--- src/rtl/im_access_ctrl_pkg.sv ---
`default_nettype none
// ============================================================================
// im_ctrl_pkg : shared types and constants for the instruction-memory
//               access controller.  Rev 1.0
// ============================================================================
package im_ctrl_pkg;

  localparam int ADDR_W = 10;
  localparam int BYTES  = 4;

  typedef enum logic [1:0] {
    IDLE = 2'd0,
    RD   = 2'd1,
    DONE = 2'd2,
    WR   = 2'd3
  } state_t;

  typedef enum logic {
    GNT_FETCH  = 1'b0,
    GNT_LOADER = 1'b1
  } gnt_t;

endpackage : im_ctrl_pkg
`default_nettype wire

--- src/rtl/im_access_ctrl_if.sv ---
`default_nettype none
// ============================================================================
// im_access_ctrl_if : fetch, loader and byte-memory signals of the controller.
//                     Rev 1.0
// ============================================================================
interface im_access_ctrl_if #(
  parameter int ADDR_W = im_ctrl_pkg::ADDR_W
);
  logic              FetchReq;
  logic [ADDR_W-1:0] FetchPC;
  logic [31:0]       Instruction;
  logic              FetchValid;
  logic              LdValid;
  logic [ADDR_W-1:0] LdAddr;
  logic [31:0]       LdData;
  logic              LdReady;
  logic [ADDR_W-1:0] MemAddr;
  logic              MemWrEn;
  logic [7:0]        MemWrData;
  logic [7:0]        MemRdData;
  logic              Busy;

  // Environment side: CPU, loader and the memory array itself.
  modport master (
    output FetchReq, FetchPC, LdValid, LdAddr, LdData, MemRdData,
    input  Instruction, FetchValid, LdReady, MemAddr, MemWrEn, MemWrData, Busy
  );

  modport slave (
    input  FetchReq, FetchPC, LdValid, LdAddr, LdData, MemRdData,
    output Instruction, FetchValid, LdReady, MemAddr, MemWrEn, MemWrData, Busy
  );

endinterface : im_access_ctrl_if
`default_nettype wire

--- src/rtl/im_access_ctrl_arbiter.sv ---
`default_nettype none
// ============================================================================
// im_rr_arbiter : two-input round-robin arbiter, req[0]=fetch, req[1]=loader.
//                 Rev 1.0
// ============================================================================
module im_rr_arbiter
  import im_ctrl_pkg::*;
(
  input  wire logic       clk,
  input  wire logic       rst_n,
  input  wire logic       i_en,
  input  wire logic [1:0] i_req,
  output logic      [1:0] o_gnt
);

  gnt_t r_last;

  always_comb begin
    o_gnt = 2'b00;
    if (i_en) begin
      case (i_req)
        2'b01:   o_gnt = 2'b01;
        2'b10:   o_gnt = 2'b10;
        // Tie goes to whoever was not served last.
        2'b11:   o_gnt = (r_last == GNT_FETCH) ? 2'b10 : 2'b01;
        default: o_gnt = 2'b00;
      endcase
    end
  end

  always_ff @(posedge clk) begin
    if (!rst_n) begin
      r_last <= GNT_LOADER;
    end else if (o_gnt[0]) begin
      r_last <= GNT_FETCH;
    end else if (o_gnt[1]) begin
      r_last <= GNT_LOADER;
    end
  end

endmodule : im_rr_arbiter
`default_nettype wire

--- src/rtl/im_access_ctrl.sv ---
`default_nettype none
// ============================================================================
// im_access_ctrl : shares one byte-wide memory port between CPU fetch (4-byte
//                  big-endian reads) and the program loader (4-byte writes). Rev 1.0
// ============================================================================
module im_access_ctrl #(
  parameter int ADDR_W = im_ctrl_pkg::ADDR_W,
  parameter int BYTES  = im_ctrl_pkg::BYTES
) (
  input  wire logic       clk,
  input  wire logic       rst_n,
  im_access_ctrl_if.slave bus
);
  import im_ctrl_pkg::*;

  localparam int                   C_CNT_W  = $clog2(BYTES);
  localparam int                   C_WORD_W = 8 * BYTES;
  localparam logic [C_CNT_W-1:0]   C_LAST   = C_CNT_W'(BYTES - 1);

  state_t                r_state;
  state_t                w_next;
  logic [C_CNT_W-1:0]    r_cnt;
  logic [ADDR_W-1:0]     r_base;
  logic [C_WORD_W-1:0]   r_wdata;
  logic [C_WORD_W-9:0]   r_rdbuf;
  logic [C_WORD_W-1:0]   r_instr;

  logic [1:0]            w_gnt;
  logic                  w_idle;
  logic                  w_last;
  logic [ADDR_W-1:0]     w_addr;
  logic [C_WORD_W-1:0]   w_wr_word;
  logic                  w_unused;

  assign w_idle    = (r_state == IDLE);
  assign w_last    = (r_cnt == C_LAST);
  // Natural ADDR_W-bit overflow gives the modulo-depth wrap for fetches.
  assign w_addr    = r_base + ADDR_W'(r_cnt);
  assign w_wr_word = r_wdata << {r_cnt, 3'b000};
  assign w_unused  = &{1'b0, bus.LdAddr[1:0]};

  im_rr_arbiter u_arb (
    .clk   (clk),
    .rst_n (rst_n),
    .i_en  (w_idle),
    .i_req ({bus.LdValid, bus.FetchReq}),
    .o_gnt (w_gnt)
  );

  always_ff @(posedge clk) begin
    if (!rst_n) begin
      r_state <= IDLE;
      r_cnt   <= '0;
    end else begin
      r_state <= w_next;
      if (r_state == RD || r_state == WR) begin
        r_cnt <= r_cnt + 1'b1;
      end else begin
        r_cnt <= '0;
      end
    end
  end

  always_comb begin
    w_next = r_state;
    case (r_state)
      IDLE: begin
        if (w_gnt[0]) begin
          w_next = RD;
        end else if (w_gnt[1]) begin
          w_next = WR;
        end
      end
      RD:      w_next = w_last ? DONE : RD;
      DONE:    w_next = IDLE;
      WR:      w_next = w_last ? IDLE : WR;
      default: w_next = IDLE;
    endcase
  end

  always_comb begin
    bus.MemAddr    = '0;
    bus.MemWrEn    = 1'b0;
    bus.MemWrData  = '0;
    bus.FetchValid = 1'b0;
    bus.LdReady    = 1'b0;
    case (r_state)
      RD: begin
        bus.MemAddr = w_addr;
      end
      DONE: begin
        bus.FetchValid = 1'b1;
      end
      WR: begin
        bus.MemAddr   = w_addr;
        bus.MemWrEn   = 1'b1;
        bus.MemWrData = w_wr_word[C_WORD_W-1 -: 8];
        bus.LdReady   = w_last;
      end
      default: ;
    endcase
  end

  // Request address/data are captured at grant so later input changes are ignored.
  always_ff @(posedge clk) begin
    if (!rst_n) begin
      r_base  <= '0;
      r_wdata <= '0;
      r_rdbuf <= '0;
      r_instr <= '0;
    end else begin
      if (w_gnt[0]) begin
        r_base <= bus.FetchPC;
      end else if (w_gnt[1]) begin
        r_base  <= {bus.LdAddr[ADDR_W-1:2], 2'b00};
        r_wdata <= bus.LdData;
      end
      if (r_state == RD) begin
        if (w_last) begin
          r_instr <= {r_rdbuf, bus.MemRdData};
        end else begin
          r_rdbuf <= {r_rdbuf[C_WORD_W-17:0], bus.MemRdData};
        end
      end
    end
  end

  assign bus.Instruction = r_instr;
  assign bus.Busy        = !w_idle;

endmodule : im_access_ctrl
`default_nettype wire

--- src/flat_wrapper.sv ---
// flat-port wrapper written by rule: the top's interface ports become plain ports
module im_access_ctrl_flat import im_ctrl_pkg::*;
#(
  parameter int ADDR_W = im_ctrl_pkg::ADDR_W,
  parameter int BYTES  = im_ctrl_pkg::BYTES
)
  (clk, rst_n, bus_FetchReq, bus_FetchPC, bus_LdValid, bus_LdAddr, bus_LdData, bus_MemRdData, bus_Instruction, bus_FetchValid, bus_LdReady, bus_MemAddr, bus_MemWrEn, bus_MemWrData, bus_Busy);
  im_access_ctrl_if #(.ADDR_W(ADDR_W)) bus_i ();
  input  wire logic clk;
  input  wire logic rst_n;
  input wire logic [$bits(bus_i.FetchReq)-1:0] bus_FetchReq;
  input wire logic [$bits(bus_i.FetchPC)-1:0] bus_FetchPC;
  input wire logic [$bits(bus_i.LdValid)-1:0] bus_LdValid;
  input wire logic [$bits(bus_i.LdAddr)-1:0] bus_LdAddr;
  input wire logic [$bits(bus_i.LdData)-1:0] bus_LdData;
  input wire logic [$bits(bus_i.MemRdData)-1:0] bus_MemRdData;
  output wire logic [$bits(bus_i.Instruction)-1:0] bus_Instruction;
  output wire logic [$bits(bus_i.FetchValid)-1:0] bus_FetchValid;
  output wire logic [$bits(bus_i.LdReady)-1:0] bus_LdReady;
  output wire logic [$bits(bus_i.MemAddr)-1:0] bus_MemAddr;
  output wire logic [$bits(bus_i.MemWrEn)-1:0] bus_MemWrEn;
  output wire logic [$bits(bus_i.MemWrData)-1:0] bus_MemWrData;
  output wire logic [$bits(bus_i.Busy)-1:0] bus_Busy;
  assign bus_i.FetchReq = bus_FetchReq;
  assign bus_i.FetchPC = bus_FetchPC;
  assign bus_i.LdValid = bus_LdValid;
  assign bus_i.LdAddr = bus_LdAddr;
  assign bus_i.LdData = bus_LdData;
  assign bus_i.MemRdData = bus_MemRdData;
  assign bus_Instruction = bus_i.Instruction;
  assign bus_FetchValid = bus_i.FetchValid;
  assign bus_LdReady = bus_i.LdReady;
  assign bus_MemAddr = bus_i.MemAddr;
  assign bus_MemWrEn = bus_i.MemWrEn;
  assign bus_MemWrData = bus_i.MemWrData;
  assign bus_Busy = bus_i.Busy;
  im_access_ctrl #(.ADDR_W(ADDR_W), .BYTES(BYTES)) u_core (.clk(clk), .rst_n(rst_n), .bus(bus_i));
endmodule
--- config.mk ---
export PLATFORM = sky130hd
export DESIGN_NAME = im_access_ctrl_flat
export DESIGN_NICKNAME = d
export VERILOG_FILES = /design/src/rtl/im_access_ctrl_pkg.sv /design/src/rtl/im_access_ctrl_if.sv /design/src/rtl/im_access_ctrl_arbiter.sv /design/src/rtl/im_access_ctrl.sv /design/src/flat_wrapper.sv
export SDC_FILE = /design/constraint.sdc
export NUM_CORES = 1
export LEC_CHECK = 0
export CORE_ASPECT_RATIO = 0.6
export CORE_MARGIN = 4
export CORE_UTILIZATION = 49
export DETAILED_ROUTE_END_ITERATION = 8
export PLACE_DENSITY_LB_ADDON = 0.08
export SLEW_MARGIN = 15
export SYNTH_ARGS = -nofsm -noshare
export SYNTH_HDL_FRONTEND = slang
export SYNTH_SLANG_ARGS = --single-unit
--- constraint.sdc ---
create_clock -name clk -period 2.9 [get_ports clk]
set_input_delay 0.725 -clock clk [delete_from_list [all_inputs] [get_ports clk]]
set_output_delay 0.725 -clock clk [all_outputs]
set_load 0.02 [all_outputs]
==> results of run 1 <==
[placed cells by master, fill, tap and decap left out, types with 4 or more instances in the layout]
cell type	n
sky130_fd_sc_hd__a21boi_1	25
sky130_fd_sc_hd__o41ai_1	4
sky130_fd_sc_hd__o21ai_0	45
sky130_fd_sc_hd__nand3_1	39
sky130_fd_sc_hd__or3_1	7
sky130_fd_sc_hd__dlygate4sd2_1	5
sky130_fd_sc_hd__dlymetal6s2s_1	5
sky130_fd_sc_hd__nor2_1	5
sky130_fd_sc_hd__and2_1	11
sky130_fd_sc_hd__a21oi_1	6
sky130_fd_sc_hd__dfxtp_1	101
sky130_fd_sc_hd__inv_1	8
sky130_fd_sc_hd__buf_4	15
sky130_fd_sc_hd__a31oi_1	4
sky130_fd_sc_hd__a21boi_0	65
sky130_fd_sc_hd__o2111a_1	4
sky130_fd_sc_hd__clkdlybuf4s50_1	100
sky130_fd_sc_hd__clkbuf_16	9
sky130_fd_sc_hd__nand2_1	116
sky130_fd_sc_hd__mux4_2	8
[state kept, by name, indices dropped and copies added (netlist names)]
name	cells
u_core.r_wdata	32
u_core.bus.Instruction	32
u_core.r_rdbuf	24
u_core.r_base	10
u_core.r_cnt	2
u_core.u_arb.r_last	1
u_core.r_state	2
[metal layers]
metal  global-route usage  up-vias  share of wire
li1                     -     2042              -
met1                0.313     1939           0.49
met2                0.317      130           0.44
met3               0.0572        9          0.067
met4               0.0453        0         0.0074
met5                    0        -              0
[cells in the mapped netlist (2+ instances only)]
cell type                  instances
sky130_fd_sc_hd__nor2b_1           2
sky130_fd_sc_hd__nand3b_1          2
sky130_fd_sc_hd__o21bai_1          3
sky130_fd_sc_hd__and2_1           11
sky130_fd_sc_hd__a31oi_1           4
sky130_fd_sc_hd__nand2b_1          3
sky130_fd_sc_hd__mux4_2            8
sky130_fd_sc_hd__buf_6             8
sky130_fd_sc_hd__o21ai_0          45
sky130_fd_sc_hd__o2111a_1          4
sky130_fd_sc_hd__nand4_1           2
sky130_fd_sc_hd__ha_1              3
sky130_fd_sc_hd__nand3_1          39
sky130_fd_sc_hd__or3_1             7
sky130_fd_sc_hd__dfxtp_1         103
sky130_fd_sc_hd__nor2_1            5
sky130_fd_sc_hd__inv_1             8
sky130_fd_sc_hd__o41ai_1           4
sky130_fd_sc_hd__buf_2            15
sky130_fd_sc_hd__clkbuf_1         18
sky130_fd_sc_hd__a21boi_0         65
sky130_fd_sc_hd__xor2_1            2
sky130_fd_sc_hd__o31ai_1           2
sky130_fd_sc_hd__a21oi_1           7
sky130_fd_sc_hd__buf_4             4
sky130_fd_sc_hd__and3_1            3
sky130_fd_sc_hd__nand2_1         116
sky130_fd_sc_hd__a21boi_1         25
[kinds of logic after synthesis]
group / synth area share
simple gates: 0.199
fa+ha+maj: 0.0123
buf+inv: 0.0644
compound gates: 0.240
xor+xnor: 0.00374
mux: 0.0406
flops: 0.441
[area by class of cell]
| type | count | share of cell area |
|---|---|---|
| Clock buffer | 13 | 0.0423 |
| Clock inverter | 3 | 0.00285 |
| Inverter | 9 | 0.00550 |
| Multi-Input combinational cell | 376 | 0.380 |
| Sequential cell | 103 | 0.336 |
| Tap cell | 130 | 0.0265 |
| Timing Repair Buffer | 131 | 0.207 |
[worst max-delay path by stage]
stage	start	to	slack, ps	cells after the start
after detailed placement	u_core.r_cnt[0]	bus_MemAddr[8]	-100	7
after floorplan	u_core.r_cnt[1]	bus_MemAddr[8]	190	6
final	u_core.r_cnt[0]	bus_MemAddr[8]	50	7
after global placement	u_core.r_cnt[0]	bus_MemAddr[8]	-80	7
after global routing	u_core.r_cnt[0]	bus_MemAddr[8]	-10	7
after CTS	u_core.r_cnt[0]	bus_MemWrData[1]	8	4
[metrics by stage]
stage | area, um2 | worst slack, ps | TNS, ps
final | 6150 | 48.7 | 0
after CTS | 6120 | 7.52 | 0
after detailed placement | 5850 | -96.3 | -109
after floorplan | 4680 | 194 | 0
after global placement | 5850 | -77.7 | -77.7
after global routing | 6150 | -14.1 | -14.1
[power by group through the flow]
| stage | Clock (uW) | Combinational, uW | Sequential, uW |
|---|---|---|---|
| floorplan | 0 | 327 | 1540 |
| global placement | 0 | 479 | 1550 |
| detailed placement | 0 | 487 | 1560 |
| CTS | 1150 | 485 | 1520 |
| global route | 1230 | 536 | 1530 |
| finish | 1130 | 487 | 1530 |
[repair_timing]
item                       CTS  global route
gates resized for setup     20            14
setup endpoints to repair    9            12
hold endpoints to repair     0             0
[critical path: cells and delay by family, from the launching register on]
family | cells | cell delay, ps
buffers and inverters | 2 | 210
adders and majority gates | 2 | 540
DFF | 1 | 340
AOI/OAI and AO/OA | 1 | 150
and+or+nand+nor | 2 | 560
==> impl_summary.md, run 1 <==
Setup path
Walking the worst path, the cells encountered are ha_2 > inv_1 > fa_2 > nand4b_1 > or3_1 > a21oi_1 > buf_4. STA puts the critical path data required time at between 2000 and 2500 ps. The worst register-to-register path ends at u_core.r_rdbuf[23]. The number of cell instances on the worst register-to-register path is 5. The slowest cell on the critical path is sky130_fd_sc_hd__fa_2. The biggest fanout along the worst timing path is 2. The category of the worst setup path launch point is a flip-flop. The largest stage delay on the critical path is 360 ps.

The critical path arrival is 2130 ps. The critical setup path kind is reg -> out. The slack of the worst reg-to-reg path is between 800 and 900 ps. In this run the critical register-to-register path is launched from u_core.r_cnt[1]. STA classifies the critical path endpoint as an output pin.

Final layout
The final layout contains 698 nets. 0 antenna diodes ended up in the layout. The layout cell share with drive strength beyond 1 is 0.0850. Summing all multi-input logic gate instances after layout gives 2340 um2. The area taken by flip-flops and latches is 2060 um2. Relative to the synthesized area, the layout overhead comes to 31.3%. Measured on the finished design, the core utilization comes to 0.666. The number of cells in the finished layout apart from fillers is 765. The count of filler cells inserted in the layout is 755.

Synth
The sequential element share of the synthesized area is 0.441. A synthesized cell averages between 8 and 9 um2. For this run, the leading register cell type out of synthesis is sky130_fd_sc_hd__dfxtp_1.

The number of distinct library cells after synthesis is 44. The number of flip-flops and latches in the synthesized netlist is 103. Counting flops with a built-in enable in the synthesized netlist gives 0.

The share of synthesized area in the top cell type comes to 0.441. The synthesis warning total is 0. After synthesis the cells add up to 4680 um2. Sorting the synthesized cells by area gives the leading types as sky130_fd_sc_hd__dfxtp_1 44%, sky130_fd_sc_hd__a21boi_0 10%, sky130_fd_sc_hd__nand2_1 9.3%. After synthesis, the share of flip-flops with an asynchronous set or reset is 0. Synthesis produced roughly 530 cells.

When the netlist entered floorplanning its net count stood at 602. The largest total area in the synthesized netlist belongs to sky130_fd_sc_hd__dfxtp_1.

Timing
The slew at the pin closest to its max-slew limit is 874 ps. The number of failing hold endpoints at the final stage is 0. The worst hold slack across all endpoints is 454 ps. The relative max-transition margin is 0.417. Setup repair after global routing could not meet its margin everywhere.

The worst clock skew is 8.46 ps. The maximum clock frequency is 351 MHz. The max-slew violation count is 0. The final worst-path cycle share is 0.983. The number of failing setup endpoints in the final timing report is 0.

The shortest period the worst path allows is 2850 ps.

Pwr
Of the total power, registers draw 0.485. Dividing total power by cell area gives a power density of 512 nW/um2. The clock share of power is 0.360. The completed layout was analyzed and its total power is 3150 uW. The highest ir drop seen on vdd is 0.315 mV. The static leakage is 0.00218 uW. The share of total power dissipated in combinational logic is 0.155.

Summed over all nets, the switching power comes to 822 uW. The switching part of the total power is 0.261. The internal power of the cells totals 2320 uW.

Detailed routing
For this block, the initial DRC count from the detailed router was about 270. The pre-antenna-repair detailed-routing pass consisted of 5 iterations. For this block, the via count after detailed routing is around 4000.

The routed design has 12000 um of wire. After detailed routing, the number of remaining DRC violations is 0. After detailed routing, the average wire length per cell comes to 15.7 um.

The number of vias per cell after detailed routing is between 5 and 6. Once detail routing completed, the nets flagged for antenna violations numbered 0.

CTS
The clock input transition at the sequential cells of the worst setup and hold paths is 70 ps. Buffers inserted to repair hold after CTS numbered 0. The clock net sink count is 103. For the worst-skew pair, the clock arrives at the later sink with an insertion delay of between 300 and 400 ps. CTS placed an instance of sky130_fd_sc_hd__clkbuf_16 at the clock tree root. The total setup buffers inserted after CTS is 0. CTS built an H-tree with a depth of 3. The clock tree from TritonCTS is yes. The buffer levels on the longest clock path is 2. Buffers inserted during clock tree synthesis total 9.

GRT
The via count of the first global-routing pass was roughly 3900. After global routing the overflow that remains totals 0. The global router's overall resource usage is 0.214. The maximum number of pins on one net before global-route repair is 57. The global-route wire length before repair is 19700 um.

The number of antenna violations at the first check in global routing is 0.

Floorplan
The area of the die is 11200 um2. The height of the chip is 83.7 um. The starting utilization of the core area is 0.508. The I/O pin total is 118. In this run the core area contains 27 standard-cell rows.

The floorplan step defined a core boundary enclosing 9220 um2. The floorplan die width is 134 um.

Job
Max-cap violations in this run came to 0.

Place
Port buffering added about 120 buffers. The final weighted congestion in routability-driven placement is approximately 0.86. The half-perimeter wire length after placement is 8150 um. The cell count after placement is 749.

Hold path
The number of cells traversed by the worst hold path is 2. The worst-case hold path end point is u_core.r_rdbuf[17]. The worst hold path belongs to the class reg -> reg.

The source of the worst hold timing path is u_core.r_rdbuf[17].

Run status
The run finished with clean final reports.
Note: power is estimated with default switching activity, not from simulation.
==> run 2, diff against run 1 <==
- CTS_BUF_LIST: not set -> sky130_fd_sc_hd__clkbuf_8 sky130_fd_sc_hd__clkbuf_16
- HOLD_SLACK_MARGIN: not set -> 0.02
- SYNTH_HIERARCHICAL: not set -> 1
==> run 2 against run 1 <==
  * Via count is 5.2% lower
  * Clock skew shrank 3.7 ps
  * Sequential power increased by 3%
  * Critical path depth is 3 lower
  * Register-to-register slack gained 30 ps
  * Combinational power grew 24%
  * Hold slack better by 3.3 ps
==> impl_summary.md, run 2 <==
Synth
In the synthesized netlist the dominant register cell turns out to be sky130_fd_sc_hd__dfxtp_1. By count the netlist is led by 190 x sky130_fd_sc_hd__nand2_1, 103 x sky130_fd_sc_hd__dfxtp_1, 59 x sky130_fd_sc_hd__a21boi_0. Of all flip-flops after synthesis, the portion carrying an async set or reset was 0. In this run the cell area of the synthesized design comes to 4480 um2. sky130_fd_sc_hd__dfxtp_1 takes more of the synthesized area than any other cell. Counting distinct cell types in the post-synthesis netlist gives 38. Synthesis produced a netlist with a net count of ~590. During synthesis, Yosys emitted a total of 6 warnings. The share of synthesized area in the top cell type comes to 0.461. A synthesized cell averages around 8.5 um2.

The sequential element share of the synthesized area is 0.461. sky130_fd_sc_hd__nand2_1 is the most common cell in the netlist. By area the synthesized netlist is led by sky130_fd_sc_hd__dfxtp_1 46%, sky130_fd_sc_hd__nand2_1 16%, sky130_fd_sc_hd__a21boi_0 9.9%.

Synthesis handed over a netlist of 526 instances. The synthesized design contains 0 enable-type register cells. The number of flip-flops and latches in the synthesized netlist is 103.

Job
Across the run, the number of max-cap violations was 0.

Timing
The shortest period the worst path allows is 2880 ps. Dividing the final minimum period by the clock period gives 0.992. Setup violations remaining at the end of the flow were counted as 0.

Across all setup checks in the final design, the least slack found is 22.5 ps. Setup repair after global routing could not meet its margin everywhere. Based on the critical path, the design can be clocked at up to 348 MHz. The max-slew violation count was 0. The worst clock skew is 4.74 ps. For the pin with the worst max-slew slack, the measured transition is 867 ps. The number of failing hold endpoints at the final stage came to 0.

Headroom to the max-slew limit came out at 0.422.

Detailed routing
After the first detailed-routing iteration, the DRC count stood at 258. The total wire length after detailed routing is approximately 11000 um. The first-pass iteration count of the detailed router is 5. Using the TritonRoute via totals, the vias-per-cell ratio works out to between 5 and 6.

The total number of vias is 3905. In this run the remaining antenna-violating nets after routing total 0. The detailed-route DRC error count is 0. Dividing the detail-routed wire length by the instance count gives 15.1 um.

Pwr
Dividing total power by cell area gives a power density of 554 nW/um2. The combinational group share of total power is 0.183. The static leakage is 0.00213 uW. Of the total power, the share spent switching nets is 0.281.

The highest ir drop seen on vdd is 0.320 mV. The switching component of the power is 928 uW. Of the total power, registers draw 0.479. The share of total power dissipated in the clock network is 0.338.

The cell internal power dissipation is 2370 uW. Total power for the finished layout comes to 3300 uW.

CTS
TritonCTS created 9 clock buffers. TritonCTS built the clock tree. Clock tree synthesis selected as its root buffer the cell sky130_fd_sc_hd__clkbuf_16. The later pin in the worst-skew pair is clocked with a latency of roughly 340 ps. The clock input transition at the sequential cells of the worst setup and hold paths is about 70 ps. The clock net sink count is 103. The CTS H-tree depth is 3.

The buffer levels on the longest clock path is 2.

Place
The HPWL after detailed placement is 7960 um. Timing analysis after detailed placement gives a worst setup slack of between 10 and 15 ps. The port buffer count is 115. The final weighted congestion in routability-driven placement is 0.866. The post-place instance area is between 5000 and 6000 um2.

Final layout
The area growth from synthesis to final layout is 33.2%. Once layout is done, the placed cells without fillers occupy approximately 6000 um2. The layout cell share with drive strength beyond 1 is 0.0804. The repair_antennas step left the layout with diodes totalling 0. Leaving out fill and tap cells, the most frequent cell in the layout is sky130_fd_sc_hd__nand2_1. The net count of the finished layout is 697. Leaving out fill and tap cells, the most frequent cells in the layout are 190 x sky130_fd_sc_hd__nand2_1, 105 x sky130_fd_sc_hd__clkdlybuf4s50_1, 103 x sky130_fd_sc_hd__dfxtp_1, 59 x sky130_fd_sc_hd__a21boi_0, 30 x sky130_fd_sc_hd__a21boi_1. Measured on the finished design, the core utilization comes to 0.686.

Floorplan
The starting utilization of the core area is 0.515. During I/O placement, the number of pins put on the boundary was between 100 and 150. The site row count is 26. The area of the die is 10800 um2. In this run the standard cell core region covers 8690 um2. The die is 131 um wide.

The height of the chip is about 82 um.

Hold path
The worst hold path belongs to the class reg -> reg. Along the worst hold path, the cell count comes to 2. The worst-case hold path end point is u_core/r_wdata[29]. The source of the worst hold timing path is u_core/r_wdata[29].

Setup path
Walking the worst path, the cells encountered are buf_4 > mux4_2 > and2_1 > clkdlybuf4s50_1. The slowest stage of the critical path belongs to the cell sky130_fd_sc_hd__clkdlybuf4s50_1. The slack of the worst reg-to-reg path is 880 ps.

Counting cells, the worst reg-to-reg path comes to 5. The startpoint identified for the worst register-to-register timing path is u_core/r_cnt[1]. The kind of end point of the critical path is an output pin.

At the worst endpoint, the arrival time is around 2200 ps. For this run, the slowest stage of the critical path takes 530 ps. STA classifies the critical path startpoint as a flip-flop. In this run the worst path has a maximum fanout of 10. The critical path in this run is classified as reg -> out. The capture instance of the worst register-to-register path is u_core/r_rdbuf[20]. Data on the critical path is required at its endpoint by between 2000 and 2500 ps.

GRT
The first global-routing pass estimated 18600 um of wire. The residual overflow from global routing is 0. The number of antenna violations at the first check in global routing is 0.

The maximum number of pins on one net before global-route repair is 52. The via count of the first global-routing pass was between 3000 and 4000. The global router's overall resource usage is 0.215.

Run status
The flow ran to the end, and the final reports show no timing, DRC or antenna violations.
run 2: changes by cell type after synthesis, moves of 4 or more:
cell                       change
sky130_fd_sc_hd__or3_1         -5
sky130_fd_sc_hd__mux2i_1       +7
sky130_fd_sc_hd__buf_6         -6
sky130_fd_sc_hd__nand3_1      -37
sky130_fd_sc_hd__a21boi_0      -6
sky130_fd_sc_hd__a21boi_1      +5
sky130_fd_sc_hd__o41ai_1       -4
sky130_fd_sc_hd__o21ai_0      -32
sky130_fd_sc_hd__nand2_1      +74
sky130_fd_sc_hd__o2111a_1      -4
sky130_fd_sc_hd__and2_1        +8
run 2: how the worst max path moves through the flow:
stage | start | end | slack, ps | cells past startpoint
after floorplan | u_core/r_cnt[1] | bus_MemAddr[7] | 570 | 4
after global placement | u_core/r_cnt[0] | bus_MemAddr[8] | 110 | 6
after detailed placement | u_core/r_cnt[0] | bus_MemAddr[8] | 10 | 6
after CTS | u_core/r_cnt[0] | bus_MemWrData[5] | 0.4 | 4
after global routing | u_core/r_cnt[0] | bus_MemWrData[5] | -50 | 4
final | u_core/r_cnt[0] | bus_MemWrData[4] | 20 | 4
run 2: kinds of logic (layout without fill, tap and decap cells):
| logic type | after synthesis | after routing | synth area share |
|---|---|---|---|
| adder cells (fa/ha/maj) | 4 | 4 | 0.0129 |
| XOR/XNOR | 2 | 2 | 0.00391 |
| multiplexers | 16 | 16 | 0.0581 |
| AND/OR/NAND/NOR | 239 | 239 | 0.232 |
| flip-flops | 103 | 103 | 0.461 |
| AO/OA/AOI/OAI | 118 | 118 | 0.185 |
| buffers and inverters | 44 | 152 | 0.0470 |
run 2: metal layers:
layer  share of wire  global-route usage  up-vias
met5               0                   0        -
met4          0.0086              0.0618        0
met3           0.067              0.0643       10
met2            0.44               0.342      120
met1            0.48               0.288     1827
li1                -                   -     1948
run 2: per-stage QoR:
stage,hold slack (ps),std cells,TNS (ps)
4_1_cts,456,746,0
5_1_grt,477,746,-411
3_5_place_dp,447,730,0
3_3_place_gp,442,730,0
2_1_floorplan,431,526,0
6_report,457,746,0
run 2: worst max-delay path, delay by kind of cell, from the launching register on:
kind          cells  cell delay (ps)
buf+inv           2              770
flops             1              340
mux               1              520
simple gates      1              180
run 2: repair_timing:
item	in CTS	in global routing
endpoints found under the setup margin	8	16
buffers inserted	0	0
hold endpoints to repair	0	0
hold buffers	0	0
pin swaps	0	0
resized for setup	11	10
run 2: power groups by stage:
stage               clock network [uW]  registers [uW]  logic (uW)
CTS                               1150            1580         606
finish                            1120            1580         604
global placement                     0            1600         589
detailed placement                   0            1610         607
global route                      1200            1590         674
floorplan                            0            1590         399
run 2: final cells by class:
class / instances / area (um2)
fillers: 696 / 2730
multi-input cells: 379 / 2210
flip-flops and latches: 103 / 2060
repair buffers: 131 / 1260
clock buffers: 9 / 225
well taps: 112 / 140
clock inverters: 7 / 46.3
inverters: 5 / 18.8
==> run 3, diff against run 2 <==
==> constraint.sdc (replaced) <==
create_clock -name clk -period 2.9 [get_ports clk]
set_input_delay 0.435 -clock clk [delete_from_list [all_inputs] [get_ports clk]]
set_output_delay 0.435 -clock clk [all_outputs]
set_load 0.02 [all_outputs]
==> run 3 against run 2 <==
  * Final cell count fell by 0.54%
  * Register-to-register slack worse by 70 ps
  * Clock-buffer cell count increased by 1
  * Die area unchanged
  * Fmax grew 4.1%
  * Non-clock buffer count is 4 lower
  * Combinational power down 1%
  * Critical endpoint is now bus_MemAddr[5]
  * First-iteration DRC count is 16% higher
  * Sequential power hardly changed
  * Hold slack worse by 2.2 ps
  * Critical path type unchanged
==> impl_summary.md, run 3 (synthesis results as in run 2) <==
Run status
The run finished with clean final reports.

Detailed routing
The average detailed-routed wire length per instance is 15.3 um. The detailed-route DRC error count is 0. Wires add up to ~11000 um. The remaining antenna violation count is 0. The detailed router put a total of approximately 5700 um of wire on met1. The routed length on met2 is 4870 um. The total number of vias is 3898. For this run, the detailed router's first-pass iteration total came to 6. The detailed route wirelength on metal3 is roughly 690 um. The highest metal layer carrying signal wires in the routed design is met4.

The detailed router finished its first iteration with 298 violations. After detailed routing, the number of vias per cell comes to 5.25.

CTS
The clock input transition at the sequential cells of the worst setup and hold paths is 70 ps. For this design, the CTS-stage hold fixing added 0 buffers. The clock net sink count is 103. Buffers inserted during clock tree synthesis total 9.

The buffer levels on the longest clock path is 2. CTS built an H-tree with a depth of 3. The later-pin clock latency in the skew report is 340 ps. The cell chosen for the clock root is sky130_fd_sc_hd__clkbuf_16. The total setup buffers inserted after CTS is 0.

TritonCTS built the clock tree.

GRT
The number of antenna violations at the first check in global routing was 0. The global-route wire length before repair is approximately 19000 um. The maximum number of pins on one net before global-route repair is 48. Summed over all layers, the global routing overflow is 0. The via count of the first global-routing pass is 3740.

The global router's overall resource usage is 0.215.

Place
The post-place instance area is 5660 um2. The port buffer count is 115. Routability-driven placement finished with a final weighted congestion of between 0.8 and 0.9. The half-perimeter wire length after placement is ~7700 um. The cell count after placement is between 700 and 800.

Floorplan
The total core area is 8690 um2. The height of the chip is roughly 82 um. For this design the top-level I/O count stands at 118.

Row generation in the floorplan step produced 26 rows. The floorplan step defined a die boundary enclosing 10800 um2. The floorplan die width is 131 um. The starting utilization of the core area is 0.515.

Final layout
The sequential cells in the finished layout cover a total of 2060 um2. The layout cell share with drive strength beyond 1 is 0.0667. Leaving out fill and tap cells, the most frequent cells in the layout are 190 x sky130_fd_sc_hd__nand2_1, 110 x sky130_fd_sc_hd__clkdlybuf4s50_1, 103 x sky130_fd_sc_hd__dfxtp_1, 59 x sky130_fd_sc_hd__a21boi_0, 30 x sky130_fd_sc_hd__a21boi_1. The area growth from synthesis to final layout is 33.4%.

The final antenna diode count is 0. Counting the fill cells in the layout gives 689. The area of all placed cells without fillers is 5970 um2. The finished layout holds 742 standard cells, fillers aside.

The area used by multi-input combinational logic is approximately 2200 um2. The net total in the final layout is 693. The commonest non-fill, non-tap cell in the layout is sky130_fd_sc_hd__nand2_1.

Pwr
In this run the static leakage power is 0.00211 uW. The sum of internal, switching and leakage power is ~3400 uW. The highest ir drop seen on vdd is 0.325 mV. For this design the ratio of total power to cell area is 572 nW/um2.

Timing
The worst clock skew is 6.23 ps. In this run the tightest slew margin relative to its limit is 0.426. The total negative setup slack is 0 ps. Timing would allow up to 362 MHz. At the pin with the least slew margin, the transition time is 861 ps. The number of failing hold endpoints at the final stage is 0. The final worst-path cycle share is 0.953. Setup violations remaining at the end of the flow were counted as 0. The max-slew violation count is 0. The shortest period the worst path allows is around 2800 ps.

Setup repair after global routing left no endpoint under its margin.

Hold path
The startpoint identified for the worst hold timing path is u_core/r_wdata[29]. The min-delay analysis places its worst path in the category reg -> reg.

Setup path
The startpoint identified for the worst register-to-register timing path is u_core/r_cnt[1]. STA puts the critical path data required time at 2470 ps. STA puts the critical path data arrival time at roughly 2300 ps. In this run the worst path has a maximum fanout of 8.

The category of the worst setup path launch point is a flip-flop. The critical setup path kind is reg -> out. The most critical setup path has its startpoint at u_core/r_cnt[1]. STA classifies the critical path endpoint as an output pin.

Job
Across the run, the number of max-cap violations was 0.
[run 3: changes by cell type in the layout (fill, tap and decap cells not counted), moves of 2 or more]
cell                              change
sky130_fd_sc_hd__buf_4                -3
sky130_fd_sc_hd__clkbuf_2             -3
sky130_fd_sc_hd__clkdlybuf4s50_1      +5
sky130_fd_sc_hd__clkinv_2             -3
sky130_fd_sc_hd__clkinvlp_4           +2
[run 3: path summary, 6_finish.rpt]
check	endpoint	slack (ps)	cells after the start
worst max register to register	u_core/r_rdbuf[9]	810	5
worst min register to register	u_core/r_wdata[29]	460	2
worst max-delay path	bus_MemAddr[5]	140	5
worst min-delay path	u_core/r_wdata[29]	460	2
[run 3: layout make-up]
cell class | instances | share of cell area
clock buffer | 10 | 0.0400
clock inverter | 6 | 0.0113
inverter | 5 | 0.00314
multi-input combinational | 379 | 0.370
sequential | 103 | 0.345
tap | 112 | 0.0235
timing repair buffer | 127 | 0.207
[run 3: metal layers]
| metal | GRT usage | vias to the layer above |
|---|---|---|
| met5 | 0 | - |
| met4 | 0.0556 | 0 |
| met3 | 0.0667 | 11 |
| met2 | 0.330 | 133 |
| met1 | 0.298 | 1824 |
| li1 | - | 1930 |
[run 3: repair_timing]
| item | 4_1_cts | 5_1_grt |
|---|---|---|
| pin swaps | 0 | 0 |
| endpoints found under the setup margin | 3 | 3 |
| gates resized for setup | 3 | 2 |
[run 3: critical path: stages (launching register included)]
cell and delay (ps):
sky130_fd_sc_hd__dfxtp_1 350, sky130_fd_sc_hd__ha_1 300, sky130_fd_sc_hd__a21oi_2 100, sky130_fd_sc_hd__or3_2 460
sky130_fd_sc_hd__a21oi_1 160, sky130_fd_sc_hd__clkdlybuf4s50_1 620
[run 3: power by group]
part	switching, uW	internal [uW]	leakage, uW	total (uW)
clock	538	697	0.000145	1240
sequential	74.9	1510	0.000835	1580
combinational	324	274	0.00113	598
[run 3: per-stage QoR]
stage / hold slack (ps) / utilization / setup slack, ps
6_report: 455 / 0.688 / 137
5_1_grt: 482 / 0.688 / 39.7
4_1_cts: 455 / 0.687 / 61.6
3_5_place_dp: 446 / 0.652 / 314
3_3_place_gp: 442 / 0.652 / 396
2_1_floorplan: 431 / - / 856
==> variant 1: new RTL, settings of run 2 <==
`ADDR_W`: 10 -> 9.
--- a/src/rtl/im_access_ctrl_pkg.sv
+++ b/src/rtl/im_access_ctrl_pkg.sv
@@ -6,5 +6,5 @@
 package im_ctrl_pkg;
 
-  localparam int ADDR_W = 10;
+  localparam int ADDR_W = 9;
   localparam int BYTES  = 4;
 
Ports: changed (resized bus_FetchPC, bus_LdAddr and bus_MemAddr); port bits go from 118 to 115. The function was not compared with the original's and may differ.
==> variant 1 against run 2 <==
Area after synthesis down 2.0%; sequential cell count down 1; cell area down 0.50%; power up 6.8%; global-route usage down 1.5 points; setup slack better by 0.068 ns; fmax up 2.4%; wire length down 7.9%; critical endpoint is now bus_MemWrData[3].
==> variant 1: results (changes against run 2) <==
RePlAce Congestion=0.797 (-8.0%); Placement Setup Slack=0.0631 ns (+0.0489 ns); met3 global-route usage=0.0585 (-0.00578); r2r setup slk=0.91 ns (+0.03 ns); TritonRoute pass-1 iters=4 (-1); GRT Total Usage=0.200 (-0.0152); clock tree cell share of total cell area=0.0597 (+0.0142); share of cells above drive strength 1=0.0778 (-0.00265); reg2reg end=u_core/r_rdbuf[1]; multi-input combinational gate total=371 (-2.1%); GRT met1 Usage=0.282 (-0.00588); Final HPWL DP=7310 microns (-8.1%); vias in the first global route=3515 (-8.7%); Port Buffers=112 (-2.6%); post-synth cell types=35 (-7.9%); vias per inst=5.09 (-2.7%); Layout Skew=0.00590 ns (+0.00117 ns); compound-gate portion of the synthesized area=0.183 (-0.00200); status=finished clean; Seq/Total Area, Yosys=0.465 (+0.00463); Synth area leaders=dfxtp_1, nand2_1, a21boi_0, mux4_2, a21boi_1; # clk buffers=10 (+1); crit path time final=2.81 ns (-0.0682 ns); Layout non-clock buf frac=0.206 (-0.00463); Leakage Power=2.14 nW (+0.36%); switching power=0.893 mW (-3.7%); Seq pwr share=0.442 (-0.037); bufs w/o clock=124 (-5.3%); multi-input logic area=2160 sq um (-2.5%); Fillers=688 (-1.1%); Syn Nets=582 (-2.0%); largest net degree at the start of global routing=70 (+35%); DRT iter0 DRCs=240 (-7.0%); Max IR drop VDD=0.000415 V (+30%); M1 WL=5180 microns (-4.7%); Seq/total area=0.344 (-0.00162); slew of the pin with the lowest slew margin=0.793 ns (-0.0743 ns); post-synthesis mux area share=0.0570 (-0.00112); Non-CTS inverters=4 (-1); XOR/XNOR Fraction of Synth Area=0.00399 (+0.0000781); met2 Resource Use GR=0.302 (-0.0408); first-pass GRT wire length=16700 microns (-10%); Synth Register Bits=102 (-0.97%); P_comb=0.575 mW (-4.8%)
-- variant 1: cell types whose count changed in the layout (fill, tap and decap cells not counted), moves of 2 or more --
cell / change
dlymetal6s2s_1: +2
clkinv_2: -4
nand4_1: -2
a21boi_0: +15
bufinv_16: +3
buf_4: -6
and2_1: -2
clkdlybuf4s50_1: -4
a21boi_1: -15
-- variant 1: kinds of logic after synthesis --
group                      after synthesis
AOI/OAI and AO/OA                      115
xor gates and xnor gates                 2
adders and majority gates                4
buffers and inverters                   43
DFF                                    102
muxes                                   15
and+or+nand+nor                        235
-- variant 1: through the flow --
step	setup TNS, ns	cell area (sq um)	instances	hold WS [ns]
after floorplan	0	4390	516	0.431
after global placement	0	5580	713	0.440
after detailed placement	0	5580	713	0.449
after CTS	-0.0000790	5930	729	0.462
after global routing	0	5930	729	0.473
final	0	5930	729	0.458
-- variant 1: critical path, stage by stage, from the launching register on --
cell and delay, ns:
dfxtp_1 0.35, buf_6 0.19, mux4_2 0.50, and2_1 0.17
clkdlybuf4s50_1 0.53
==> variant 2: new RTL, settings of run 2 <==
Without the edit above. Make the reset (`rst_n`) asynchronous in 3 clocked blocks.
--- a/src/rtl/im_access_ctrl_arbiter.sv
+++ b/src/rtl/im_access_ctrl_arbiter.sv
@@ -29,5 +29,5 @@
   end
 
-  always_ff @(posedge clk) begin
+  always_ff @(posedge clk or negedge rst_n) begin
     if (!rst_n) begin
       r_last <= GNT_LOADER;
--- a/src/rtl/im_access_ctrl.sv
+++ b/src/rtl/im_access_ctrl.sv
@@ -48,5 +48,5 @@
   );
 
-  always_ff @(posedge clk) begin
+  always_ff @(posedge clk or negedge rst_n) begin
     if (!rst_n) begin
       r_state <= IDLE;
@@ -103,5 +103,5 @@
 
   // Request address/data are captured at grant so later input changes are ignored.
-  always_ff @(posedge clk) begin
+  always_ff @(posedge clk or negedge rst_n) begin
     if (!rst_n) begin
       r_base  <= '0;
Function: differs if rst_n is asserted again (counterexample within 4 cycles, from zero or initial values and one cycle with rst_n low); with rst_n held inactive, the same outputs for 10 cycles.
==> variant 2 against run 2 <==
Wire length is 18% lower; cell count fell by 26%; via count decreased by 27%; area after synthesis shrank 0.17%; cell area increased by 2.0%; setup slack improved by 0.090 ns; die area shrank 0.16%; sequential cell count did not move; critical path type unchanged.
Power is not compared: it rests on default switching activity, and its combinational part moved more than twofold at a synthesized area within 25%.
==> variant 2: results (changes against run 2) <==
status=finished clean; worst reg2reg path depth=7 (+2); Crit Path Max Fanout=8 (-2); first-pass GRT wire length=15000 microns (-19%); slew of the pin with the lowest slew margin=0.551 ns (-0.316 ns); vias in the first global route=2967 (-23%); WL final=9220 microns (-18%); Seq/Total Area, Yosys=0.577 (+0.116); Final HPWL DP=6510 microns (-18%); Syn Nets=381 (-36%); CP arrival=2.06 ns (-0.09 ns); Placement Setup Slack=-0.00714 ns (-0.0213 ns); r2r setup slk=0.83 ns (-0.05 ns); FF-to-FF Start=u_core/r_state[0]; reg2reg end=u_core/r_wdata[8]; Hold/Removal Path Class=in -> async; largest net degree at the start of global routing=62 (+19%); Fillers=602 (-14%); Synth area leaders=dfrtp_1, mux2_2, mux4_2, mux2i_1, and2_1; ys async rst share=1.00 (+1.00); GRT Total Usage=0.180 (-0.0349); post-synth cell types=33 (-13%); TritonRoute pass-1 iters=4 (-1); RePlAce Congestion=0.736 (-15%); fin nets=502 (-28%)
variant 2: what timing repair did:
item,in CTS,in global routing
setup buffers,0,0
endpoints found under the hold margin,0,0
gates resized for setup,16,18
endpoints found under the setup margin,17,13
variant 2: worst max-delay path by stage:
stage,from,to,slack (ns),depth (start not counted)
after floorplan,u_core/r_cnt[1],bus_MemAddr[7],0.49,4
after global placement,u_core/r_cnt[1],bus_MemAddr[7],0.03,6
after detailed placement,u_core/r_cnt[1],bus_MemAddr[7],-0.007,6
after CTS,u_core/r_cnt[1],bus_MemAddr[6],0.006,6
after global routing,u_core/r_cnt[1],bus_MemAddr[8],0.002,6
final,u_core/r_cnt[1],bus_MemAddr[9],0.11,6
variant 2: per-layer routing:
layer / share of wire / vias to the layer above / global-route usage / routed length, microns
met4: 0.0076 / 0 / 0.0440 / 70
met2: 0.46 / 72 / 0.290 / 4260
met3: 0.054 / 7 / 0.0661 / 499
met5: 0 / - / 0 / 0
li1: - / 1359 / - / -
met1: 0.48 / 1423 / 0.237 / 4390
variant 2: cell families after synthesis:
kind of cell    synth area share
compound gates            0.0305
xor+xnor                 0.00588
fa+ha+maj                 0.0129
buf+inv                   0.0277
flops                      0.577
mux                        0.285
simple gates              0.0613
variant 2: critical path, cell delays in order (launching register included):
cell and delay, ns:
dfrtp_1 0.38, ha_1 0.28, a21oi_1 0.06, buf_4 0.16
or4_1 0.49, a21oi_1 0.17, buf_2 0.19
variant 2: area by class of cell:
type	instances	area share
inverter	6	0.00371
clock buffer	10	0.0393
tap	112	0.0231
sequential	103	0.424
multi-input combinational	187	0.293
clock inverter	6	0.00844
timing repair buffer	127	0.209
variant 2: power by group:
group	switching (mW)	internal, mW	total (mW)
registers	0.448	2.18	2.63
logic	1.39	1.75	3.13
clock network	0.529	0.616	1.14
total	2.36	4.54	6.91
variant 2: stage by stage:
step / std cells / util / instance area (sq um)
3_5_place_dp: 535 / 0.665 / 5770
6_report: 551 / 0.700 / 6080
5_1_grt: 551 / 0.700 / 6080
4_1_cts: 551 / 0.696 / 6050
2_1_floorplan: 313 / - / 4470
3_3_place_gp: 535 / 0.665 / 5770
